==> src/rtl/icache_refill_ctrl_if.sv <==
// Fetch/cache/IRAM signal bundle for the i-cache refill controller.
// master = refill controller side, slave = fetch unit, cache and IRAM side.
interface icache_refill_ctrl_if #(
  parameter int PC_SIZE    = 32,
  parameter int BLOCK_SIZE = 128,
  parameter int BEAT_SIZE  = 32
);
  logic                  fetch_req;
  logic [PC_SIZE-1:0]    pc;
  logic                  hit;
  logic                  flush;
  logic                  stall;
  logic                  mem_req;
  logic [PC_SIZE-1:0]    mem_addr;
  logic                  mem_gnt;
  logic                  mem_valid;
  logic [BEAT_SIZE-1:0]  mem_data;
  logic                  cache_we;
  logic [0:BLOCK_SIZE-1] block_out;

  modport master (
    input  fetch_req, pc, hit, flush, mem_gnt, mem_valid, mem_data,
    output stall, mem_req, mem_addr, cache_we, block_out
  );

  modport slave (
    output fetch_req, pc, hit, flush, mem_gnt, mem_valid, mem_data,
    input  stall, mem_req, mem_addr, cache_we, block_out
  );
endinterface

==> src/rtl/icache_refill_ctrl.sv <==
// I-cache miss/refill FSM: latch block address, fetch NBEATS beats from IRAM, pulse cache_we once.
// Latency 2+NBEATS cycles miss-to-write with immediate grant; fetch stalled throughout, flush drops the refill.
module icache_refill_ctrl #(
  parameter int PC_SIZE    = 32,
  parameter int BLOCK_SIZE = 128,
  parameter int BEAT_SIZE  = 32
) (
  input  logic                 i_clk,
  input  logic                 i_nrst,
  icache_refill_ctrl_if.master bus
);
  localparam int NBEATS = BLOCK_SIZE / BEAT_SIZE;
  localparam int OFF    = $clog2(BLOCK_SIZE / 8);
  localparam int CNT_W  = $clog2(NBEATS) + 1;
  localparam int BIX_W  = $clog2(BLOCK_SIZE);
  localparam int BSH    = $clog2(BEAT_SIZE);

  typedef enum logic [1:0] {IDLE, REQ, FILL, WRITE} state_t;

  state_t                r_state;
  logic                  r_mem_req;
  logic [PC_SIZE-1:0]    r_mem_addr;
  logic                  r_cache_we;
  logic [0:BLOCK_SIZE-1] r_block_out;
  logic [CNT_W-1:0]      r_cnt;
  logic                  r_drop;

  logic                  w_miss;
  logic                  w_last;
  logic [BIX_W-1:0]      w_base;
  logic                  w_unused_pc;

  // Gated by reset so fetch is never stalled while the controller is held in reset.
  assign w_miss      = i_nrst & bus.fetch_req & ~bus.hit & ~bus.flush;
  assign w_last      = (r_cnt == CNT_W'(NBEATS - 1));
  assign w_base      = {r_cnt[CNT_W-2:0], {BSH{1'b0}}};
  assign w_unused_pc = ^bus.pc[OFF-1:0];

  assign bus.stall     = (r_state != IDLE) | w_miss;
  assign bus.mem_req   = r_mem_req;
  assign bus.mem_addr  = r_mem_addr;
  assign bus.cache_we  = r_cache_we;
  assign bus.block_out = r_block_out;

  always_ff @(posedge i_clk) begin
    if (!i_nrst) begin
      r_state     <= IDLE;
      r_mem_req   <= 1'b0;
      r_mem_addr  <= '0;
      r_cache_we  <= 1'b0;
      r_block_out <= '0;
      r_cnt       <= '0;
      r_drop      <= 1'b0;
    end else begin
      r_cache_we <= 1'b0;
      case (r_state)
        IDLE: begin
          if (w_miss) begin
            r_mem_addr <= {bus.pc[PC_SIZE-1:OFF], {OFF{1'b0}}};
            r_mem_req  <= 1'b1;
            r_state    <= REQ;
          end
        end
        REQ: begin
          if (bus.mem_gnt) begin
            // A flush coinciding with the grant still owes IRAM the beats.
            r_mem_req <= 1'b0;
            r_cnt     <= '0;
            r_drop    <= bus.flush;
            r_state   <= FILL;
          end else if (bus.flush) begin
            r_mem_req <= 1'b0;
            r_state   <= IDLE;
          end
        end
        FILL: begin
          if (bus.flush) r_drop <= 1'b1;
          if (bus.mem_valid) begin
            r_block_out[w_base +: BEAT_SIZE] <= bus.mem_data;
            r_cnt <= r_cnt + 1'b1;
            if (w_last) begin
              if (r_drop | bus.flush) begin
                r_drop  <= 1'b0;
                r_state <= IDLE;
              end else begin
                r_cache_we <= 1'b1;
                r_state    <= WRITE;
              end
            end
          end
        end
        WRITE:   r_state <= IDLE;
        default: r_state <= IDLE;
      endcase
    end
  end

  always @(posedge i_clk) begin
    if (i_nrst) begin
      assert (!r_cache_we || r_state == WRITE);
      assert (!r_mem_req || r_state == REQ);
      assert (r_cnt <= CNT_W'(NBEATS));
    end
  end
endmodule
==> src/flat_wrapper.sv <==
// flat-port wrapper written by rule: the top's interface ports become plain ports
module icache_refill_ctrl_flat 
#(
  parameter int PC_SIZE    = 32,
  parameter int BLOCK_SIZE = 128,
  parameter int BEAT_SIZE  = 32
)
  (i_clk, i_nrst, bus_fetch_req, bus_pc, bus_hit, bus_flush, bus_mem_gnt, bus_mem_valid, bus_mem_data, bus_stall, bus_mem_req, bus_mem_addr, bus_cache_we, bus_block_out);
  icache_refill_ctrl_if #(.PC_SIZE(PC_SIZE), .BLOCK_SIZE(BLOCK_SIZE), .BEAT_SIZE(BEAT_SIZE)) bus_i ();
  input  logic i_clk;
  input  logic i_nrst;
  input wire logic [$bits(bus_i.fetch_req)-1:0] bus_fetch_req;
  input wire logic [$bits(bus_i.pc)-1:0] bus_pc;
  input wire logic [$bits(bus_i.hit)-1:0] bus_hit;
  input wire logic [$bits(bus_i.flush)-1:0] bus_flush;
  input wire logic [$bits(bus_i.mem_gnt)-1:0] bus_mem_gnt;
  input wire logic [$bits(bus_i.mem_valid)-1:0] bus_mem_valid;
  input wire logic [$bits(bus_i.mem_data)-1:0] bus_mem_data;
  output wire logic [$bits(bus_i.stall)-1:0] bus_stall;
  output wire logic [$bits(bus_i.mem_req)-1:0] bus_mem_req;
  output wire logic [$bits(bus_i.mem_addr)-1:0] bus_mem_addr;
  output wire logic [$bits(bus_i.cache_we)-1:0] bus_cache_we;
  output wire logic [$bits(bus_i.block_out)-1:0] bus_block_out;
  assign bus_i.fetch_req = bus_fetch_req;
  assign bus_i.pc = bus_pc;
  assign bus_i.hit = bus_hit;
  assign bus_i.flush = bus_flush;
  assign bus_i.mem_gnt = bus_mem_gnt;
  assign bus_i.mem_valid = bus_mem_valid;
  assign bus_i.mem_data = bus_mem_data;
  assign bus_stall = bus_i.stall;
  assign bus_mem_req = bus_i.mem_req;
  assign bus_mem_addr = bus_i.mem_addr;
  assign bus_cache_we = bus_i.cache_we;
  assign bus_block_out = bus_i.block_out;
  icache_refill_ctrl #(.PC_SIZE(PC_SIZE), .BLOCK_SIZE(BLOCK_SIZE), .BEAT_SIZE(BEAT_SIZE)) u_core (.i_clk(i_clk), .i_nrst(i_nrst), .bus(bus_i));
endmodule
==> config.mk <==
export PLATFORM = sky130hd
export DESIGN_NAME = icache_refill_ctrl_flat
export DESIGN_NICKNAME = d
export VERILOG_FILES = /design/src/rtl/icache_refill_ctrl_if.sv /design/src/rtl/icache_refill_ctrl.sv /design/src/flat_wrapper.sv
export SDC_FILE = /design/constraint.sdc
export NUM_CORES = 1
export LEC_CHECK = 0
export BUFFER_PORTS_ARGS = -buffer_cell sky130_fd_sc_hd__buf_4
export CAP_MARGIN = 0
export CORE_ASPECT_RATIO = 0.5
export CORE_MARGIN = 4
export CORE_UTILIZATION = 40
export CTS_BUF_LIST = sky130_fd_sc_hd__clkbuf_8
export DETAILED_ROUTE_END_ITERATION = 8
export PLACE_DENSITY = 0.71
export SLEW_MARGIN = 20
export SYNTH_ARGS = -nofsm -noshare
export SYNTH_HDL_FRONTEND = slang
export SYNTH_SLANG_ARGS = --single-unit
==> constraint.sdc <==
create_clock -name i_clk -period 2.05 [get_ports i_clk]
set_input_delay 0.1025 -clock i_clk [delete_from_list [all_inputs] [get_ports i_clk]]
set_output_delay 0.1025 -clock i_clk [all_outputs]
set_load 0.005 [all_outputs]
==> results of run 1 <==
## cells in the mapped netlist (all sizes together)
cell     number  area [sq um]
a211oi        2          15.0
a21oi         3          15.0
a31oi         1          6.26
a41o         96           961
and2          6          45.1
and3         96           601
and3b         1          8.76
and4bb        1          12.5
buf          31           243
clkbuf       57           214
conb          1          3.75
dfxtp       164          3280
ha            5          62.6
inv           4          15.0
nand2        31           116
nand2b        1          6.26
nand3        92           460
nand4b        6          52.6
nor2          6          22.5
nor2b         3          18.8
nor3          2          10.0
nor4          1          6.26
o211ai        1          7.51
o21a          1          7.51
o21ai        64           320
o2bb2ai       1          8.76
o31a          2          17.5
## power by group through the flow
| stage | registers (uW) | logic [uW] | clock network, uW |
|---|---|---|---|
| 4_1_cts | 3220 | 439 | 2330 |
| 5_1_grt | 3230 | 485 | 2450 |
| 2_1_floorplan | 3300 | 145 | 0 |
| 3_5_place_dp | 3300 | 343 | 0 |
| 3_3_place_gp | 3300 | 339 | 0 |
| 6_report | 3220 | 450 | 2270 |
## cell families (layout without fill, tap and decap cells)
group | count (synthesis) | in the layout
AOI/OAI and AO/OA | 171 | 171
adders and majority gates | 5 | 5
buffers and inverters | 92 | 341
DFF | 164 | 164
other | 1 | 4
and+or+nand+nor | 246 | 246
## through the flow
stage / hold slack, ps / worst slack (ps) / area (sq um)
after global placement: 322 / 435 / 8230
after detailed placement: 326 / 368 / 8230
after CTS: 80.7 / 199 / 9240
after global routing: 125 / 37.6 / 9240
final: 105 / 144 / 9240
after floorplan: 233 / 574 / 6550
## worst min-delay path, stage by stage
cell and delay, ps:
buf_4 130, nor2_1 80, o31a_1 120, o21a_1 90
## per-layer routing
| layer | wire length [um] | vias to the layer above | track usage | part of all wire |
|---|---|---|---|---|
| met5 | 0 | - | 0 | 0 |
| met4 | 413 | 0 | 0.0722 | 0.020 |
| met3 | 1350 | 30 | 0.0513 | 0.064 |
| met2 | 10100 | 223 | 0.356 | 0.48 |
| met1 | 9310 | 3091 | 0.289 | 0.44 |
| li1 | - | 3028 | - | - |
## cell type report
class | count | share of cell area
clock buffer | 18 | 0.0268
clock inverter | 14 | 0.0140
inverter | 4 | 0.00163
multi-input combinational | 426 | 0.304
sequential | 164 | 0.355
tap | 221 | 0.0299
timing repair buffer | 305 | 0.268
## flip-flops by register name, indices dropped and copies added, names as in the netlist
name and cells:
u_core.bus.block_out 128, u_core.bus.mem_addr 28, u_core.r_cnt 3, u_core.r_state 2
u_core.bus.cache_we 1, u_core.bus.mem_req 1, u_core.r_drop 1
## worst max-delay path by stage
stage                               start                        to  slack [ps]  depth (start not counted)
after global routing      u_core.r_cnt[1]             u_core.r_drop          40                          6
final                              i_nrst                 bus_stall         140                          6
after global placement    u_core.r_cnt[0]  u_core.bus.block_out[74]         440                          6
after CTS                          i_nrst                 bus_stall         200                          6
after detailed placement  u_core.r_cnt[0]  u_core.bus.block_out[78]         370                          6
after floorplan           u_core.r_cnt[0]  u_core.bus.block_out[10]         570                          6
## timing repair
action / CTS / global route
setup buffers: 0 / 0
hold endpoints to repair: 159 / 0
resized for setup: 0 / 0
hold buffers: 63 / 0
==> reports/qor.csv, run 1 <==
stage,metric,value,unit
grt,grt_usage,0.218,
pwr,p_clk_frac,0.382,
yosys,synth-warning-count,0,
placed_design,detailed_place_hpwl,13000,um
worst_setup_path,arrival,1800,ps
sta,clock.fmax,0.525,GHz
placed_design,numPortBuffers,225,
worst_setup_path,max_stage_delay,540,ps
clocking,clk_pin_slew,90,ps
cells_and_area,num_antenna_cells,0,
clocking,cts_tree,built,
floorplanning,io_pins,234,
cells_and_area,multiInputGateArea,2810,sq um
floorplanning,die_w,189,um
pwr,swShare,0.253,
clocking,clock-root-buffer,clkbuf_8,
yosys,yosys.area_share.simple,0.208,
cells_and_area,post-route-util,0.588,
cells_and_area,layout-drive-gt1-share,0.301,
worst_setup_path,crit_type,in -> out,
pwr,finalPower,5940,uW
clocking,clk-insertion-delay-late,440,ps
pwr,vdd_drop_max,0.000388,V
sta,fin_worst_skew,14.2,ps
worst_hold_path,hold_end,u_core.bus.mem_req,
cells_and_area,area_growth,41.2,%
worst_setup_path,crit_family,buffers and inverters,
job,cap_violations,0,
route,drc,0,
clocking,clock_path_buffers,2,
cells_and_area,fin_cells,1152,
worst_hold_path,min_from,bus_mem_gnt,
cells_and_area,final_common_cell,buf_4,
placed_design,dp_cells,1057,
worst_setup_path,crit_chain,dlygate4sd3_1 -> buf_6 -> and4bb_1 -> buf_4 -> nand2b_1 -> buf_4,
sta,fin_crit,1910,ps
floorplanning,coreArea,15700,sq um
yosys,synth_fa_ha_area_frac,0.00957,
yosys,synth_top_family_by_area,simple AND/OR/NAND/NOR gates,
sta,drv_slew,0,
floorplanning,die-area,18600,sq um
pwr,comb_power_share,0.076,
yosys,synth_seq_cells,164,
worst_setup_path,r2r_slack,220,ps
cells_and_area,fin_nets,994,
cells_and_area,seq_area,3280,sq um
sta,finalHoldViolations,0,
clocking,cts_buffers,17,
route,postRouteAntennaNets,0,
floorplanning,start_util,0.417,
cells_and_area,final_cell_mix,"buf_4 (239), dfxtp_1 (164), and3_1 (96), a41o_1 (96), nand3_1 (92)",
clocking,cts_sinks,164,
pwr,cellPowerDensity,643,nW/um^2
sta,setup_violations,0,
yosys,syn_area,6540,sq um
grt,grt_max_degree,185,
pwr,internal-power,4440,uW
sta,worst_slew_pin_slew,719,ps
yosys,synth_cells,679,
grt,antenna_found_initial,0,
floorplanning,die_h,98.4,um
yosys,muxShareOfSynthArea,0,
yosys,avgSynthCellArea,9.63,sq um
route,vias,6372,
route,wl,21100,um
worst_setup_path,critPathCaptureType,primary output,
route,vias_per_cell,5.53,
yosys,ys_types,31,
floorplanning,rows,32,
grt,grt_pass1_vias,6001,
clocking,ctsHtreeMaxLevel,4,
sta,slew_headroom,0.521,
worst_setup_path,worst_path_max_delay_cell,dlygate4sd3_1,
pwr,p_leak,0.00505,uW
yosys,synthXorXnorAreaFrac,0,
route,routedWlPerCell,18.3,um
worst_setup_path,reg2reg_depth,6,
yosys,synth.yosys.seq_area_share,0.502,
worst_setup_path,crit_path_frequent_cell,buf_4,
sta,grt_setup_unrepaired,false,
pwr,p_seq_frac,0.542,
placed_design,gp_congestion,0.768,
route,first_pass_iters,5,
sta,tns,0,ps
worst_setup_path,r2r-start,u_core.r_cnt[0],
pwr,p_switching,1500,uW
grt,grt_pass1_wl,33200,um
worst_setup_path,critPathLaunchType,primary input,
route,drtIter0Drc,383,
yosys,synth-compound-area-share,0.208,
worst_setup_path,path_max_fanout,42,
worst_setup_path,rr_endpoint,u_core.r_drop,
worst_hold_path,hold_depth,4,
cells_and_area,nFillCells,1382,
sta,fin_crit_sh,0.930,
grt,grt_overflow,0,
run_status,status,completed,
worst_hold_path,worstHoldPathType,in -> reg,
worst_setup_path,cp.buffers_inverters,4,
worst_setup_path,required,1950,ps
(Power assumes the default switching activity.)
==> run 2: changes to the inputs <==
--- a/config.mk
+++ b/config.mk
@@ -7,12 +7,14 @@
 export LEC_CHECK = 0
 export BUFFER_PORTS_ARGS = -buffer_cell sky130_fd_sc_hd__buf_4
 export CAP_MARGIN = 0
+export CELL_PAD_IN_SITES_DETAIL_PLACEMENT = 0
+export CELL_PAD_IN_SITES_GLOBAL_PLACEMENT = 2
 export CORE_ASPECT_RATIO = 0.5
 export CORE_MARGIN = 4
-export CORE_UTILIZATION = 40
+export CORE_UTILIZATION = 30
 export CTS_BUF_LIST = sky130_fd_sc_hd__clkbuf_8
 export DETAILED_ROUTE_END_ITERATION = 8
-export PLACE_DENSITY = 0.71
+export PLACE_DENSITY = 0.86
 export SLEW_MARGIN = 20
 export SYNTH_ARGS = -nofsm -noshare
 export SYNTH_HDL_FRONTEND = slang
==> constraint.sdc (replaced) <==
create_clock -name i_clk -period 2.05 [get_ports i_clk]
set_input_delay 0 -clock i_clk [delete_from_list [all_inputs] [get_ports i_clk]]
set_output_delay 0 -clock i_clk [all_outputs]
set_load 0.005 [all_outputs]
==> run 2 against run 1 <==
Against the previous run:
- non-clock buffer count up 4
- sequential cell count unchanged
- first-iteration DRC count up 11%
- power up 6.2%
- fmax up 0.11%
- sequential power about the same
- core utilization down 14 points
- critical path type is now reg -> reg
- largest power group unchanged
==> reports/qor.csv, run 2 (same netlist as run 1, synthesis figures left out) <==
stage,metric,value,unit,change
floorplanning,die_w,217,um,+15%
cells_and_area,post-route-util,0.450,,-0.139
worst_setup_path,critPathLaunchType,flip-flop,,
worst_setup_path,critPathCaptureType,flip-flop,,
sta,fin_worst_skew,13.4,ps,-0.804 ps
placed_design,detailed_place_hpwl,14000,um,+7.7%
worst_setup_path,worst_path_max_delay_cell,dlygate4sd3_1,,
sta,setup_violations,0,,unchanged
cells_and_area,fin_nets,998,,+0.40%
clocking,clock-root-buffer,clkbuf_8,,
sta,clock.fmax,0.525,GHz,+0.11%
route,first_pass_iters,4,,-1
worst_setup_path,max_stage_delay,550,ps,about the same
sta,tns,0,ps,unchanged
sta,finalHoldViolations,0,,unchanged
cells_and_area,area_growth,44.2,%,
clocking,ctsHtreeMaxLevel,4,,unchanged
clocking,cts_setup_buffers,0,,unchanged
route,routedWlPerCell,18.4,um,+0.26%
sta,drv_slew,0,,unchanged
cells_and_area,final_cell_mix,"buf_4 (239), dfxtp_1 (164), and3_1 (96), a41o_1 (96), nand3_1 (92)",,
grt,grt_overflow,0,,unchanged
placed_design,numPortBuffers,225,,unchanged
job,cap_violations,0,,unchanged
floorplanning,coreArea,21000,sq um,+34%
floorplanning,start_util,0.312,,-0.105
sta,grt_setup_unrepaired,false,,
route,wl,22600,um,+6.7%
clocking,cts_sinks,164,,unchanged
floorplanning,die-area,24400,sq um,+31%
pwr,p_leak,0.00510,uW,+1.2%
route,vias_per_cell,5.06,,-8.6%
cells_and_area,final_common_cell,buf_4,,
cells_and_area,largest_reg_flops,128,,unchanged
worst_hold_path,worstHoldPathType,in -> reg,,
clocking,cts_buffers,17,,unchanged
sta,fin_crit_sh,0.929,,-0.00104
worst_setup_path,crit_type,reg -> reg,,
sta,worst_slew_pin_slew,517,ps,-201 ps
floorplanning,rows,37,,+16%
grt,antenna_found_initial,0,,unchanged
cells_and_area,nFillCells,2036,,+47%
worst_setup_path,crit_family,buffers and inverters,,
clocking,clk_pin_slew,90,ps,about the same
cells_and_area,num_antenna_cells,0,,unchanged
grt,grt_max_degree,134,,-28%
worst_setup_path,cp.buffers_inverters,1,,-3
grt,grt_pass1_wl,35200,um,+6.2%
worst_setup_path,arrival,2260,ps,+460 ps
route,drc,0,,unchanged
clocking,clock_path_buffers,2,,unchanged
route,vias,6198,,-2.7%
sta,slew_headroom,0.655,,+0.134
clocking,cts_tree,built,,
cells_and_area,layout-drive-gt1-share,0.300,,-0.000966
pwr,cellPowerDensity,669,nW/um^2,+4.0%
pwr,vdd_drop_max,0.000358,V,-7.7%
route,drtIter0Drc,425,,+11%
run_status,status,completed,,
placed_design,gp_congestion,0.787,,+2.6%
sta,fin_crit,1900,ps,-2.13 ps
worst_setup_path,crit_path_frequent_cell,ha_1,,
floorplanning,die_h,112,um,+14%
worst_setup_path,path_max_fanout,8,,-81%
floorplanning,io_pins,234,,unchanged
worst_setup_path,crit_chain,ha_1 -> ha_1 -> nand4b_1 -> nand2_1 -> a31oi_1 -> dlygate4sd3_1,,
route,postRouteAntennaNets,0,,unchanged
grt,grt_usage,0.181,,-0.0375
clocking,clk-insertion-delay-late,470,ps,+30 ps
grt,grt_pass1_vias,6165,,+2.7%
worst_setup_path,required,2400,ps,+450 ps
## run 2: cell types whose count changed in the layout (fill, tap and decap cells not counted)
cell and change:
inv_1 -1, clkinv_4 -1, bufinv_16 +3, clkinvlp_4 -2, dlygate4sd3_1 +4, inv_6 -2, clkbuf_8 +1, clkinv_2 +1
## run 2: worst min-delay path, stage by stage
cell and delay (ps):
buf_4 80, and4bb_1 200, and2_1 220, o21a_1 140
## run 2: layout make-up
cell class | count | area [sq um] | area share
well taps | 292 | 365 | 0.0387
inverters | 4 | 15.0 | 0.00159
clock buffers | 19 | 262 | 0.0277
multi-input cells | 426 | 2810 | 0.298
clock inverters | 12 | 179 | 0.0190
repair buffers | 309 | 2520 | 0.267
flip-flops and latches | 164 | 3280 | 0.348
## run 2: power by group
group	internal, uW	switching (uW)
Combinational	234	225
Sequential	3210	15.2
Clock	1390	1240
Total	4830	1480
## run 2: through the flow
step           cell area, sq um  hold WS [ps]  worst slack [ps]  instances  total power [uW]
2_1_floorplan              6550           130               574        682              3440
3_3_place_gp               8320           218               401       1128              3650
3_5_place_dp               8320           224               325       1128              3650
4_1_cts                    9430           178               156       1226              6400
5_1_grt                    9430           247              8.15       1226              6580
6_report                   9430           215               146       1226              6310
## run 2: worst paths after layout
kind	from	end	slack [ps]	cells after the start
max	u_core.r_cnt[0]	u_core.r_drop	150	6
min	bus_fetch_req	u_core.bus.mem_req	210	4
max reg2reg	u_core.r_cnt[0]	u_core.r_drop	150	6
min reg2reg	u_core.bus.mem_addr[11]	u_core.bus.mem_addr[11]	460	2
## run 2: repair_timing
item	CTS	global route
hold buffers	67	0
hold endpoints to repair	164	0
resized for setup	0	0
## run 2: layer usage
| layer | GRT usage | up-vias | wire length, um |
|---|---|---|---|
| li1 | - | 3033 | - |
| met1 | 0.240 | 2983 | 10400 |
| met2 | 0.290 | 154 | 10400 |
| met3 | 0.0444 | 28 | 1190 |
| met4 | 0.0597 | 0 | 483 |
| met5 | 0 | - | 0 |
==> run 3: changes to the inputs <==
--- a/config.mk
+++ b/config.mk
@@ -15,6 +15,7 @@
 export CTS_BUF_LIST = sky130_fd_sc_hd__clkbuf_8
 export DETAILED_ROUTE_END_ITERATION = 8
 export PLACE_DENSITY = 0.86
+export RECOVER_POWER = 25
 export SLEW_MARGIN = 20
 export SYNTH_ARGS = -nofsm -noshare
 export SYNTH_HDL_FRONTEND = slang
==> run 3 against run 2 <==
Against the previous run:
- clock skew down 0.65 ps
- register-to-register slack about the same
- fmax up 0.29%
- core utilization down 0.57 points
- sequential share of layout area up 0.45 points
- critical endpoint unchanged
- largest cell class unchanged
==> reports/qor.csv, run 3 (same netlist as run 1, synthesis figures left out) <==
stage,metric,value,unit,change
worst_setup_path,crit_chain,ha_1 -> ha_1 -> nand4b_1 -> nand2_1 -> a31oi_1 -> dlygate4sd3_1,,
worst_setup_path,max_stage_delay,550,ps,about the same
sta,worst_slew_pin_slew,515,ps,-1.85 ps
route,postRouteAntennaNets,0,,unchanged
pwr,vdd_drop_max,0.000358,V,about the same
worst_setup_path,crit_type,reg -> reg,,
pwr,comb_power_share,0.072,,about the same
sta,tns,0,ps,unchanged
run_status,status,completed,,
cells_and_area,layout-drive-gt1-share,0.266,,-0.0343
floorplanning,die-area,24400,sq um,unchanged
pwr,internal-power,4830,uW,about the same
floorplanning,die_w,217,um,unchanged
cells_and_area,seq_area,3280,sq um,unchanged
sta,clock.fmax,0.527,GHz,+0.29%
job,cap_violations,0,,unchanged
clocking,clk_pin_slew,90,ps,about the same
pwr,p_clk_frac,0.417,,about the same
clocking,cts_buffers,17,,unchanged
clocking,clk-insertion-delay-late,470,ps,about the same
worst_setup_path,crit_path_frequent_cell,ha_1,,
cells_and_area,fin_area,9310,sq um,-1.3%
clocking,cts_tree,built,,
route,vias,6205,,+0.11%
pwr,p_seq_frac,0.511,,about the same
clocking,clock_path_buffers,2,,unchanged
pwr,p_switching,1480,uW,about the same
worst_setup_path,critPathLaunchType,flip-flop,,
sta,grt_setup_unrepaired,false,,
clocking,ctsHtreeMaxLevel,4,,unchanged
worst_setup_path,critPathCaptureType,flip-flop,,
sta,drv_slew,0,,unchanged
worst_setup_path,path_max_fanout,8,,unchanged
grt,grt_usage,0.181,,unchanged
floorplanning,die_h,112,um,unchanged
pwr,p_leak,0.00494,uW,-3.2%
pwr,swShare,0.234,,+0.000262
clocking,cts_sinks,164,,unchanged
cells_and_area,multiInputGateArea,2810,sq um,unchanged
floorplanning,coreArea,21000,sq um,unchanged
route,drc,0,,unchanged
worst_setup_path,required,2410,ps,about the same
sta,fin_worst_skew,12.8,ps,-0.654 ps
sta,setup_violations,0,,unchanged
worst_setup_path,arrival,2260,ps,about the same
route,first_pass_iters,5,,+1
grt,grt_pass1_vias,6165,,unchanged
sta,fin_crit,1900,ps,-5.58 ps
worst_hold_path,worstHoldPathType,in -> reg,,
floorplanning,start_util,0.312,,unchanged
sta,slew_headroom,0.656,,+0.00123
cells_and_area,area_growth,42.3,%,
floorplanning,rows,37,,unchanged
route,routedWlPerCell,18.3,um,-0.51%
sta,fin_crit_sh,0.926,,-0.00272
grt,grt_pass1_wl,35200,um,unchanged
placed_design,detailed_place_hpwl,14000,um,unchanged
clocking,cts_setup_buffers,0,,unchanged
grt,grt_max_degree,134,,unchanged
worst_setup_path,worst_path_max_delay_cell,dlygate4sd3_1,,
floorplanning,io_pins,234,,unchanged
route,drtIter0Drc,407,,-4.2%
cells_and_area,final_common_cell,dfxtp_1,,
cells_and_area,final_cell_mix,"dfxtp_1 (164), buf_4 (159), and3_1 (96), a41o_1 (96), nand3_1 (92)",,
clocking,clock-root-buffer,clkbuf_8,,
placed_design,gp_congestion,0.787,,unchanged
pwr,finalPower,6310,uW,about the same
route,wl,22400,um,-0.51%
cells_and_area,largest_reg_flops,128,,unchanged
placed_design,numPortBuffers,225,,unchanged
grt,antenna_found_initial,0,,unchanged
pwr,cellPowerDensity,677,nW/um^2,+1.2%
cells_and_area,fin_nets,998,,unchanged
clocking,cts_resized,0,,unchanged
sta,finalHoldViolations,0,,unchanged
route,vias_per_cell,5.06,,+0.11%
cells_and_area,num_antenna_cells,0,,unchanged
cells_and_area,nFillCells,2067,,+1.5%
grt,grt_overflow,0,,unchanged
placed_design,dpl_cell_area,8320,sq um,unchanged
[run 3: cell count changes in the layout (fill, tap and decap cells not counted), sizes merged]
cell | before | now
buf | 242 | 164
clkbuf | 19 | 97
[run 3: what timing repair did]
action	4_1_cts	5_1_grt
hold buffers	67	0
endpoints found under the hold margin	164	0
setup endpoints to repair	0	0
[run 3: area by class of cell]
cell class | count | share of cell area
inverters | 4 | 0.00161
well taps | 292 | 0.0392
repair buffers | 309 | 0.257
clock inverters | 12 | 0.0192
flip-flops and latches | 164 | 0.353
multi-input cells | 426 | 0.302
clock buffers | 19 | 0.0281
[run 3: through the flow]
stage               utilization  hold slack, ps  instances  worst slack (ps)
finish                    0.444             211       1226               151
global route              0.444             247       1226              8.15
CTS                       0.450             178       1226               156
detailed placement        0.397             224       1128               325
global placement          0.397             218       1128               401
floorplan                     -             130        682               574
[run 3: power by group through the flow]
| stage | combinational, uW | sequential, uW | clock, uW |
|---|---|---|---|
| after detailed placement | 352 | 3300 | 0 |
| after global routing | 496 | 3230 | 2850 |
| after global placement | 350 | 3300 | 0 |
| after CTS | 455 | 3220 | 2720 |
| final | 454 | 3220 | 2630 |
| after floorplan | 145 | 3300 | 0 |
[run 3: critical path: cells and delay by family, from the launching register on]
family | cells | cell delay, ps
and+or+nand+nor | 2 | 220
adders and majority gates | 2 | 470
DFF | 1 | 520
buffers and inverters | 1 | 550
AOI/OAI and AO/OA | 1 | 40
[run 3: worst paths after layout]
path                      startpoint                 endpoint  slack, ps  cells past startpoint
max                  u_core.r_cnt[0]            u_core.r_drop        150                      6
min                    bus_fetch_req       u_core.bus.mem_req        210                      4
max reg2reg          u_core.r_cnt[0]            u_core.r_drop        150                      6
min reg2reg  u_core.bus.mem_addr[24]  u_core.bus.mem_addr[24]        460                      2
[run 3: per-layer routing]
layer | vias up | routed length (um) | track usage
met2 | 163 | 10400 | 0.290
met4 | 0 | 491 | 0.0597
met3 | 31 | 1340 | 0.0444
met5 | - | 0 | 0
met1 | 2971 | 10200 | 0.240
li1 | 3040 | - | -
